## src/rtl/display_scan_ctrl.sv

```systemverilog
`default_nettype none
// ============================================================================
// Module      : display_scan_ctrl
// Description : Time-multiplexed scan controller for a multi-digit 7-segment
//               display. It drives one shared 8-bit segment bus, one-hot digit
//               enables and inter-digit blanking, and accepts new values only at
//               frame boundaries through a req/ack handshake.
//               Optional leading-zero blanking: define DISPLAY_SCAN_LZB_EN.
// Ports       : C           - clock, rising edge
//               CLR         - asynchronous active-high reset
//               CE          - clock enable (low freezes all state and outputs)
//               value_in    - 4*DIGITS hex value, nibble k is digit k
//               dp_in       - decimal-point request per digit
//               load_req    - capture request, held until load_ack
//               load_ack    - one-cycle pulse, shadow register updated
//               segments    - Dgfedcba, active-high
//               digit_en    - one-hot digit select, zero while blanking
//               frame_start - one-cycle pulse when digit 0 enters SHOW
// Revision    : 1.0 - initial release
// ============================================================================
module display_scan_ctrl #(
  parameter int DIGITS    = 4,
  parameter int SCAN_DIV  = 256,
  parameter int BLANK_CYC = 2
) (
  input  logic                C,
  input  logic                CLR,
  input  logic                CE,
  input  logic [4*DIGITS-1:0] value_in,
  input  logic [DIGITS-1:0]   dp_in,
  input  logic                load_req,
  output logic                load_ack,
  output logic [7:0]          segments,
  output logic [DIGITS-1:0]   digit_en,
  output logic                frame_start
);

  localparam int IDX_W   = (DIGITS > 1) ? $clog2(DIGITS) : 1;
  localparam int CNT_MAX = (SCAN_DIV > BLANK_CYC) ? SCAN_DIV : BLANK_CYC;
  localparam int CNT_W   = (CNT_MAX > 1) ? $clog2(CNT_MAX) : 1;

  localparam logic [IDX_W-1:0] C_LAST_IDX   = IDX_W'(DIGITS - 1);
  localparam logic [CNT_W-1:0] C_SHOW_LAST  = CNT_W'(SCAN_DIV - 1);
  localparam logic [CNT_W-1:0] C_BLANK_LAST = CNT_W'(BLANK_CYC - 1);

  typedef enum logic [0:0] {
    ST_SHOW  = 1'b0,
    ST_BLANK = 1'b1
  } phase_t;

  phase_t              r_phase;
  phase_t              w_phase_nxt;
  logic [IDX_W-1:0]    r_idx;
  logic [IDX_W-1:0]    w_idx_nxt;
  logic [CNT_W-1:0]    r_cnt;
  logic [CNT_W-1:0]    w_cnt_nxt;
  logic [4*DIGITS-1:0] r_val;
  logic [4*DIGITS-1:0] w_val_nxt;
  logic [DIGITS-1:0]   r_dp;
  logic [DIGITS-1:0]   w_dp_nxt;
  logic                w_boundary;
  logic                w_ack_nxt;
  logic                w_fs_nxt;
  logic [7:0]          w_seg_nxt;
  logic [DIGITS-1:0]   w_en_nxt;
  logic [3:0]          w_nib;
  logic                w_dp_bit;
  logic                w_blank_digit;
  logic [DIGITS-1:0]   w_upper_zero;

  function automatic logic [6:0] seg_decode(input logic [3:0] nib);
    case (nib)
      4'h0:    seg_decode = 7'h3F;
      4'h1:    seg_decode = 7'h06;
      4'h2:    seg_decode = 7'h5B;
      4'h3:    seg_decode = 7'h4F;
      4'h4:    seg_decode = 7'h66;
      4'h5:    seg_decode = 7'h6D;
      4'h6:    seg_decode = 7'h7D;
      4'h7:    seg_decode = 7'h07;
      4'h8:    seg_decode = 7'h7F;
      4'h9:    seg_decode = 7'h6F;
      4'hA:    seg_decode = 7'h77;
      4'hB:    seg_decode = 7'h7C;
      4'hC:    seg_decode = 7'h39;
      4'hD:    seg_decode = 7'h5E;
      4'hE:    seg_decode = 7'h79;
      default: seg_decode = 7'h71;
    endcase
  endfunction

  // Phase sequencing and frame-boundary load. The shadow only changes on the
  // edge leaving the last digit's BLANK phase, so a frame never mixes values.
  always_comb begin
    w_phase_nxt = r_phase;
    w_idx_nxt   = r_idx;
    w_cnt_nxt   = r_cnt + 1'b1;
    w_val_nxt   = r_val;
    w_dp_nxt    = r_dp;
    w_boundary  = 1'b0;
    if (r_phase == ST_SHOW) begin
      if (r_cnt == C_SHOW_LAST) begin
        w_phase_nxt = ST_BLANK;
        w_cnt_nxt   = '0;
      end
    end else if (r_cnt == C_BLANK_LAST) begin
      w_phase_nxt = ST_SHOW;
      w_cnt_nxt   = '0;
      if (r_idx == C_LAST_IDX) begin
        w_idx_nxt  = '0;
        w_boundary = 1'b1;
        if (load_req) begin
          w_val_nxt = value_in;
          w_dp_nxt  = dp_in;
        end
      end else begin
        w_idx_nxt = r_idx + 1'b1;
      end
    end
    w_ack_nxt = w_boundary & load_req;
    w_fs_nxt  = w_boundary;
  end

`ifdef DISPLAY_SCAN_LZB_EN
  // A digit is blanked when it and every more significant nibble are zero.
  generate
    for (genvar k = 0; k < DIGITS; k++) begin : g_lzb
      if (k == 0) begin : g_first
        assign w_upper_zero[k] = 1'b0;
      end else begin : g_upper
        assign w_upper_zero[k] = ~|w_val_nxt[4*DIGITS-1:4*k];
      end
    end
  endgenerate
`else
  assign w_upper_zero = '0;
`endif

  // Outputs are computed from next state so they can be registered directly.
  always_comb begin
    w_nib         = 4'h0;
    w_dp_bit      = 1'b0;
    w_blank_digit = 1'b0;
    w_en_nxt      = '0;
    for (int k = 0; k < DIGITS; k++) begin
      if (w_idx_nxt == IDX_W'(k)) begin
        w_nib         = w_val_nxt[4*k +: 4];
        w_dp_bit      = w_dp_nxt[k];
        w_blank_digit = w_upper_zero[k];
        w_en_nxt[k]   = 1'b1;
      end
    end
    w_seg_nxt = {w_dp_bit, (w_blank_digit ? 7'h00 : seg_decode(w_nib))};
    if (w_phase_nxt == ST_BLANK) begin
      w_seg_nxt = '0;
      w_en_nxt  = '0;
    end
  end

  always_ff @(posedge C or posedge CLR) begin
    if (CLR) begin
      r_phase     <= ST_BLANK;
      r_idx       <= C_LAST_IDX;
      r_cnt       <= '0;
      r_val       <= '0;
      r_dp        <= '0;
      load_ack    <= 1'b0;
      frame_start <= 1'b0;
      segments    <= '0;
      digit_en    <= '0;
    end else if (CE) begin
      r_phase     <= w_phase_nxt;
      r_idx       <= w_idx_nxt;
      r_cnt       <= w_cnt_nxt;
      r_val       <= w_val_nxt;
      r_dp        <= w_dp_nxt;
      load_ack    <= w_ack_nxt;
      frame_start <= w_fs_nxt;
      segments    <= w_seg_nxt;
      digit_en    <= w_en_nxt;
    end
  end

endmodule
`default_nettype wire
```

## config.mk

```make
export PLATFORM = sky130hd
export DESIGN_NAME = display_scan_ctrl
export DESIGN_NICKNAME = d
export VERILOG_FILES = /design/src/rtl/display_scan_ctrl.sv
export SDC_FILE = /design/constraint.sdc
export NUM_CORES = 1
export LEC_CHECK = 0
export CAP_MARGIN = 25
export CORE_ASPECT_RATIO = 0.8
export CORE_MARGIN = 5
export CORE_UTILIZATION = 54
export DETAILED_ROUTE_END_ITERATION = 7
export GPL_TIMING_DRIVEN = 0
export HOLD_SLACK_MARGIN = 0.1
export PLACE_DENSITY = 0.79
export SYNTH_ARGS = -nofsm -noshare
export SYNTH_HDL_FRONTEND = slang
export SYNTH_SLANG_ARGS = --single-unit
```

## constraint.sdc

```tcl
create_clock -name C -period 3.7 [get_ports C]
set_clock_uncertainty 0.2 [all_clocks]
set_input_delay 0.74 -clock C [delete_from_list [all_inputs] [get_ports C]]
set_output_delay 0.74 -clock C [all_outputs]
set_load 0.005 [all_outputs]
```

==> results_dict.tcl <==
set metrics [dict create \
    fmaxAchievable_ghz 0.2891 \
    path_clk_slew_ns 0.09 \
    cts_buffer_depth 2 \
    place.gp.congestion 0.8715 \
    synth-seq-cells 45 \
    worstSetupEndpoint "segments[4]" \
    netlist.area_leader.share_pct 40.08 \
    fin_crit_sh_pct 93.49 \
    hold_depth 1 \
    maxCapViolations 0 \
    core_area_mm2 0.004652 \
    setup_viol 0 \
    finalCriticalPeriod_ns 3.459 \
    dieWidth_um 87.92 \
    synth_cell_type_count 58 \
    timing.hold.ws_ns 0.2967 \
    clock_tree.root_cell "clkbuf_8" \
    ys_async_sr_fraction_pct 100.0 \
    swShare_pct 40.71 \
    required_ns 3.70 \
    grt_pass1_wl_um 10650 \
    die-area_mm2 0.006359 \
    nets 327 \
    area_growth_pct 22.85 \
    startpoint "r_cnt[1]" \
    synth_cells 250 \
    p_seq_share_pct 32.4 \
    leakage_nw 1.428 \
    finalHoldViolCount 0 \
    holdBufCountCts 0 \
    grt_start_max_net_pins 33 \
    gr-total-overflow 0 \
    worst_r2r_path_depth 12 \
    drt-total-wl_um 6399 \
    portBuffers 36 \
    synthTopCellsByCount "42 x dfrtp_1, 22 x mux2_2, 19 x nor2_1" \
    drcViolationCount 0 \
    clkLatencyLatePin_ns 0.30 \
    yosys.area.top_type "dfrtp_1" \
    synth_seq_area_share_pct 43.08 \
    cts_tree "done" \
    finalMaxSlewViolations 0 \
    rr_endpoint "segments[4]" \
    tns_ns 0 \
    syn_area_mm2 0.002623 \
    grt_antenna_before_repair 0 \
    arrival_ns 3.46 \
    rsz0062_at_grt "no" \
    p_comb_share_pct 50.1 \
    num_antenna_cells 0 \
    cts.sinks 45 \
    syn_area_per_cell_um2 10.49 \
    worstMarginPinSlew_ns 0.6579 \
    path_class "flop to flop" \
    yosys_most_used_dff "dfrtp_1" \
    netlist_top_cells_area "dfrtp_1 40%, mux2_2 9.4%, ha_1 4.3%, mux2i_1 3.8%, dfstp_2 3.0%" \
    ant_nets 0 \
    min_path_type "flop to flop" \
    syn_nets 283 \
    startpoint_type "flop" \
    status "complete, no violations" \
    track_usage_pct 21.46 \
    num_vias 2191 \
    r2r_setup_slack_ns 0.24 \
    pwr-share-clk_pct 17.5 \
    end_kind "flop" \
    post-synth-top-count-cell "dfrtp_1" \
    synth_enable_flop_cells 0 \
    rows 22 \
    routed_via_density 6.172 \
    r2r-start "r_cnt[1]" \
    die_y_um 72.33 \
    switchingPower_uw 920.5 \
    cp_max_fo 9 \
    htreeDepth 2 \
    power_density_mw_per_mm2 701.8 \
    hpwl_um 4722 \
    grt_pass1_vias 2180 \
    io_pins 38 \
    intPower_mw 1.340 \
    cts_buffers 5 \
    ys_warn_count 0 \
    avgRoutedWirePerCell_um 18.03 \
    first_pass_iters 4 \
    ir_drop_v 0.0004106 \
    relSlewSlack_pct 56.14 \
    start_util_pct 56.37 \
    drt_iter0_markers 169 \
    drive_above_1_share_pct 17.63 \
    final_util_pct 69.26 \
]
[area by class of cell]
cell class                      instances  area (µm²)
Clock buffer                            6       82.58
Clock inverter                          2       37.54
Multi-Input combinational cell        184        1433
Inverter                               11       41.29
Buffer                                 10       42.54
Sequential cell                        45        1130
Fill cell                             371        1430
Tap cell                               60       75.07
Timing Repair Buffer                   37       380.4
[worst max-delay path: stages (launching register included)]
cell	delay (ns)
dfrtp_1	0.43
inv_1	0.07
ha_1	0.18
or4b_4	0.56
nor2_8	0.23
mux2i_4	0.43
nor2_1	0.11
a21boi_2	0.31
inv_1	0.12
ha_1	0.24
o21ai_1	0.15
nor2_1	0.07
o32ai_1	0.25
[cell usage in the layout, fill, tap and decap left out, types with 5 or more instances in the layout]
| master | synthesis | layout |
|---|---|---|
| xnor2_1 | 5 | 5 |
| dfrtp_1 | 42 | 42 |
| a21oi_1 | 9 | 9 |
| inv_1 | 11 | 10 |
| nor2_1 | 19 | 19 |
| mux2_2 | 22 | 22 |
| clkbuf_1 | 7 | 6 |
| o21ai_0 | 8 | 8 |
| nand4_1 | 5 | 5 |
| mux2i_1 | 10 | 10 |
| nand2_1 | 16 | 16 |
| clkdlybuf4s50_1 | 0 | 36 |
| nand3_1 | 9 | 9 |
| o2bb2ai_1 | 7 | 7 |
| clkbuf_8 | 0 | 6 |
| ha_1 | 9 | 9 |
[repair_timing]
item	4_1_cts	5_1_grt
endpoints found under the setup margin	2	4
pin swaps	0	0
buffers inserted	0	0
resized for setup	1	4
[flip-flops by register name, indices dropped and copies added, names as in the netlist]
register and cells:
segments 8, frame_start 1, r_cnt 8, r_dp 4, digit_en 4, r_val 16
load_ack 1, r_phase 1, r_idx 2
[per-layer routing]
| layer | track usage (%) | vias to the layer above | share of wire (%) |
|---|---|---|---|
| met5 | 0 | - | 0 |
| met4 | 6.985 | 0 | 1.1 |
| met3 | 4.313 | 8 | 5.7 |
| met2 | 33.19 | 61 | 48 |
| met1 | 30.18 | 1103 | 46 |
| li1 | - | 1019 | - |
[per-stage QoR]
stage          power, mW  cell area, µm²  std cells  setup WS, ns
2_1_floorplan      1.479            2623        250        0.6448
3_3_place_gp       1.780            3058        346       0.07053
3_5_place_dp       1.822            3078        347      0.008186
4_1_cts            2.232            3204        355        0.1391
5_1_grt            2.412            3222        355       0.03761
6_report           2.261            3222        355        0.2409
[worst min path at each step]
stage                            from  slack, ns           to
after CTS                 segments[2]       0.31  segments[2]
after floorplan               r_dp[2]       0.27      r_dp[2]
after global placement    segments[5]       0.28  segments[5]
after detailed placement  digit_en[1]       0.28  digit_en[1]
final                     segments[2]       0.30  segments[2]
after global routing          r_dp[2]       0.33      r_dp[2]
[power by group through the flow]
| stage | sequential (mW) | clock, mW | combinational (mW) |
|---|---|---|---|
| floorplan | 0.716 | 0 | 0.763 |
| global placement | 0.730 | 0 | 1.05 |
| detailed placement | 0.739 | 0 | 1.08 |
| CTS | 0.730 | 0.399 | 1.10 |
| global route | 0.753 | 0.423 | 1.24 |
| finish | 0.734 | 0.395 | 1.13 |
[kinds of logic after synthesis]
group,count (synthesis),share of synthesized area (%)
and+or+nand+nor,76,16.65
AOI/OAI and AO/OA,60,17.03
DFF,45,43.08
muxes,33,13.79
buffers and inverters,21,3.149
adders and majority gates,9,4.294
xor gates and xnor gates,6,2.004
No activity file was read; power rests on OpenSTA's default activity.
==> variant 1 (same settings) <==
Set the parameter `BLANK_CYC` to 8 (it was 2).
--- a/src/rtl/display_scan_ctrl.sv
+++ b/src/rtl/display_scan_ctrl.sv
@@ -22,5 +22,5 @@
   parameter int DIGITS    = 4,
   parameter int SCAN_DIV  = 256,
-  parameter int BLANK_CYC = 2
+  parameter int BLANK_CYC = 8
 ) (
   input  logic                C,
Function: changed (a bounded check fails within 4 cycles, from zero or initial values).
==> variant 1 against the unedited design <==
- die area shrank 2.0%
- worst setup slack improved by 0.066 ns
- sequential share of layout area is 0.69 points higher
- non-clock buffer count increased by 8
- sequential cell count unchanged
- routed wire length shrank 10%
- area after synthesis down 2.2%
- first-iteration DRC count is 53% lower
- worst hold slack got worse by 0.0037 ns
- power is 7.1% lower
- global-route usage down 1.6 points
- design area fell by 1.9%
==> variant 1: results (changes against the unedited design) <==
| Metric | Value |
|---|---|
| Status | `complete, no violations (unchanged)` |
| Switching share of power | `40.0% (was 40.7%)` |
| Post-Synthesis Cells | `246 (was 250)` |
| Post-placement cell area | `3040 um^2 (was 3080 um^2)` |
| First-pass GRT wire length | `9.80 mm (was 10.6 mm)` |
| Placed cells | `344 (was 347)` |
| Largest family of logic cells by synthesized area | `simple AND/OR/NAND/NOR gates (was compound AO/OA/AOI/OAI gates)` |
| XOR/XNOR share of the synthesized area | `2.39% (was 2.00%)` |
| WS Path Type | `input port to flip-flop (was flip-flop to flip-flop)` |
| Ratio of cells with drive above 1 in the final layout | `19.4% (was 17.6%)` |
| Pin count of the biggest net entering global routing | `25 (was 33)` |
| Critical Path End | `segments[3]$_DFFE_PP0P_ (was segments[4]$_DFFE_PP0P_)` |
| Clock network power | `330 uW (was 395 uW)` |
| DP Worst Slack | `-0.179 ns (was 0.00819 ns)` |
| Seq pwr | `702 uW (was 734 uW)` |
| Hold_ws | `0.293 ns (was 0.297 ns)` |
| WL/cell | `16.2 um (was 18.0 um)` |
| Net Count, Synth | `278 (was 283)` |
| Sequential cell area fraction in the yosys report | `44.1% (was 43.1%)` |
| Reg2Reg Depth | `12 (unchanged)` |
| Worst reg2reg path startpoint | `r_cnt[0]$_DFFE_PP0P_ (was r_cnt[1]$_DFFE_PP0P_)` |
| Crit path max-delay family | `compound AO/OA/AOI/OAI gates (was simple AND/OR/NAND/NOR gates)` |
| Final #Nets | `325 (was 327)` |
| Crit-path max cell delay | `0.48 ns (was 0.56 ns)` |
| Synth Area in Compound Gates | `13.9% (was 17.0%)` |
| Comb. pwr | `1070 uW (was 1130 uW)` |
| Worst path slowest cell | `clkdlybuf4s50_1 (was or4b_4)` |
| Fmax | `295 MHz (was 289 MHz)` |
| Worst hold start | `segments[4]$_DFFE_PP0P_ (was segments[2]$_DFFE_PP0P_)` |
| Vias after detailed routing | `2077 (was 2191)` |
| Worst vdd ir | `0.328 mV (was 0.411 mV)` |
| Number of port buffers | `37 (was 36)` |
| Adder-cell share of the synthesized area | `3.90% (was 4.29%)` |
| Placer congestion estimate | `0.855 (was 0.872)` |
| Reg2reg end | `segments[5]$_DFFE_PP0P_ (was segments[4]$_DFFE_PP0P_)` |
| Crit path launch | `load_req (was r_cnt[1]$_DFFE_PP0P_)` |
| Worst Hold Endpoint | `segments[4]$_DFFE_PP0P_ (was segments[2]$_DFFE_PP0P_)` |
| Fill cell count | `370 (was 371)` |
| Synth cell count leaders | `42 x dfrtp_1, 23 x mux2_2, 20 x nand2_1 (was 42 x dfrtp_1, 22 x mux2_2, 19 x nor2_1)` |
| Total GRT Usage | `19.9% (was 21.5%)` |
| Vias in the first global route | `1999 (was 2180)` |
| Initial drt markers | `79 (was 169)` |
| Hpwl dp | `4.36 mm (was 4.72 mm)` |
| Library cells used by synthesis | `55 (was 58)` |
==> variant 1: changes by cell type in the layout (fill, tap and decap cells not counted), sizes merged, moves of 4 or more <==
| cell | unedited run | this run |
|---|---|---|
| a21oi | 10 | 4 |
| buf | 4 | 11 |
| and2 | 0 | 4 |
| nand3 | 9 | 15 |
| mux2i | 11 | 4 |
==> variant 1: cell type report <==
type                       instances  area [um^2]  area share (%)
clock inverter                     1         5.00           0.158
clock buffer                       7         96.3            3.05
timing repair buffer              40          413            13.1
sequential                        45         1130            35.8
tap                               60         75.1            2.38
multi-input combinational        175         1310            41.6
buffer                            15         85.1            2.69
inverter                          11         41.3            1.31
==> variant 1: layer usage <==
layer,global-route usage (%),part of all wire (%),vias up
met1,28.3,45,1011
met2,31.9,48,67
met3,3.45,6.7,6
met5,0,0,-
li1,-,-,993
met4,4.15,0.75,0
==> variant 1: what timing repair did <==
action | 4_1_cts | 5_1_grt
endpoints found under the setup margin | 0 | 7
hold endpoints to repair | 0 | 0
setup buffers | 0 | 2
resized for setup | 0 | 1
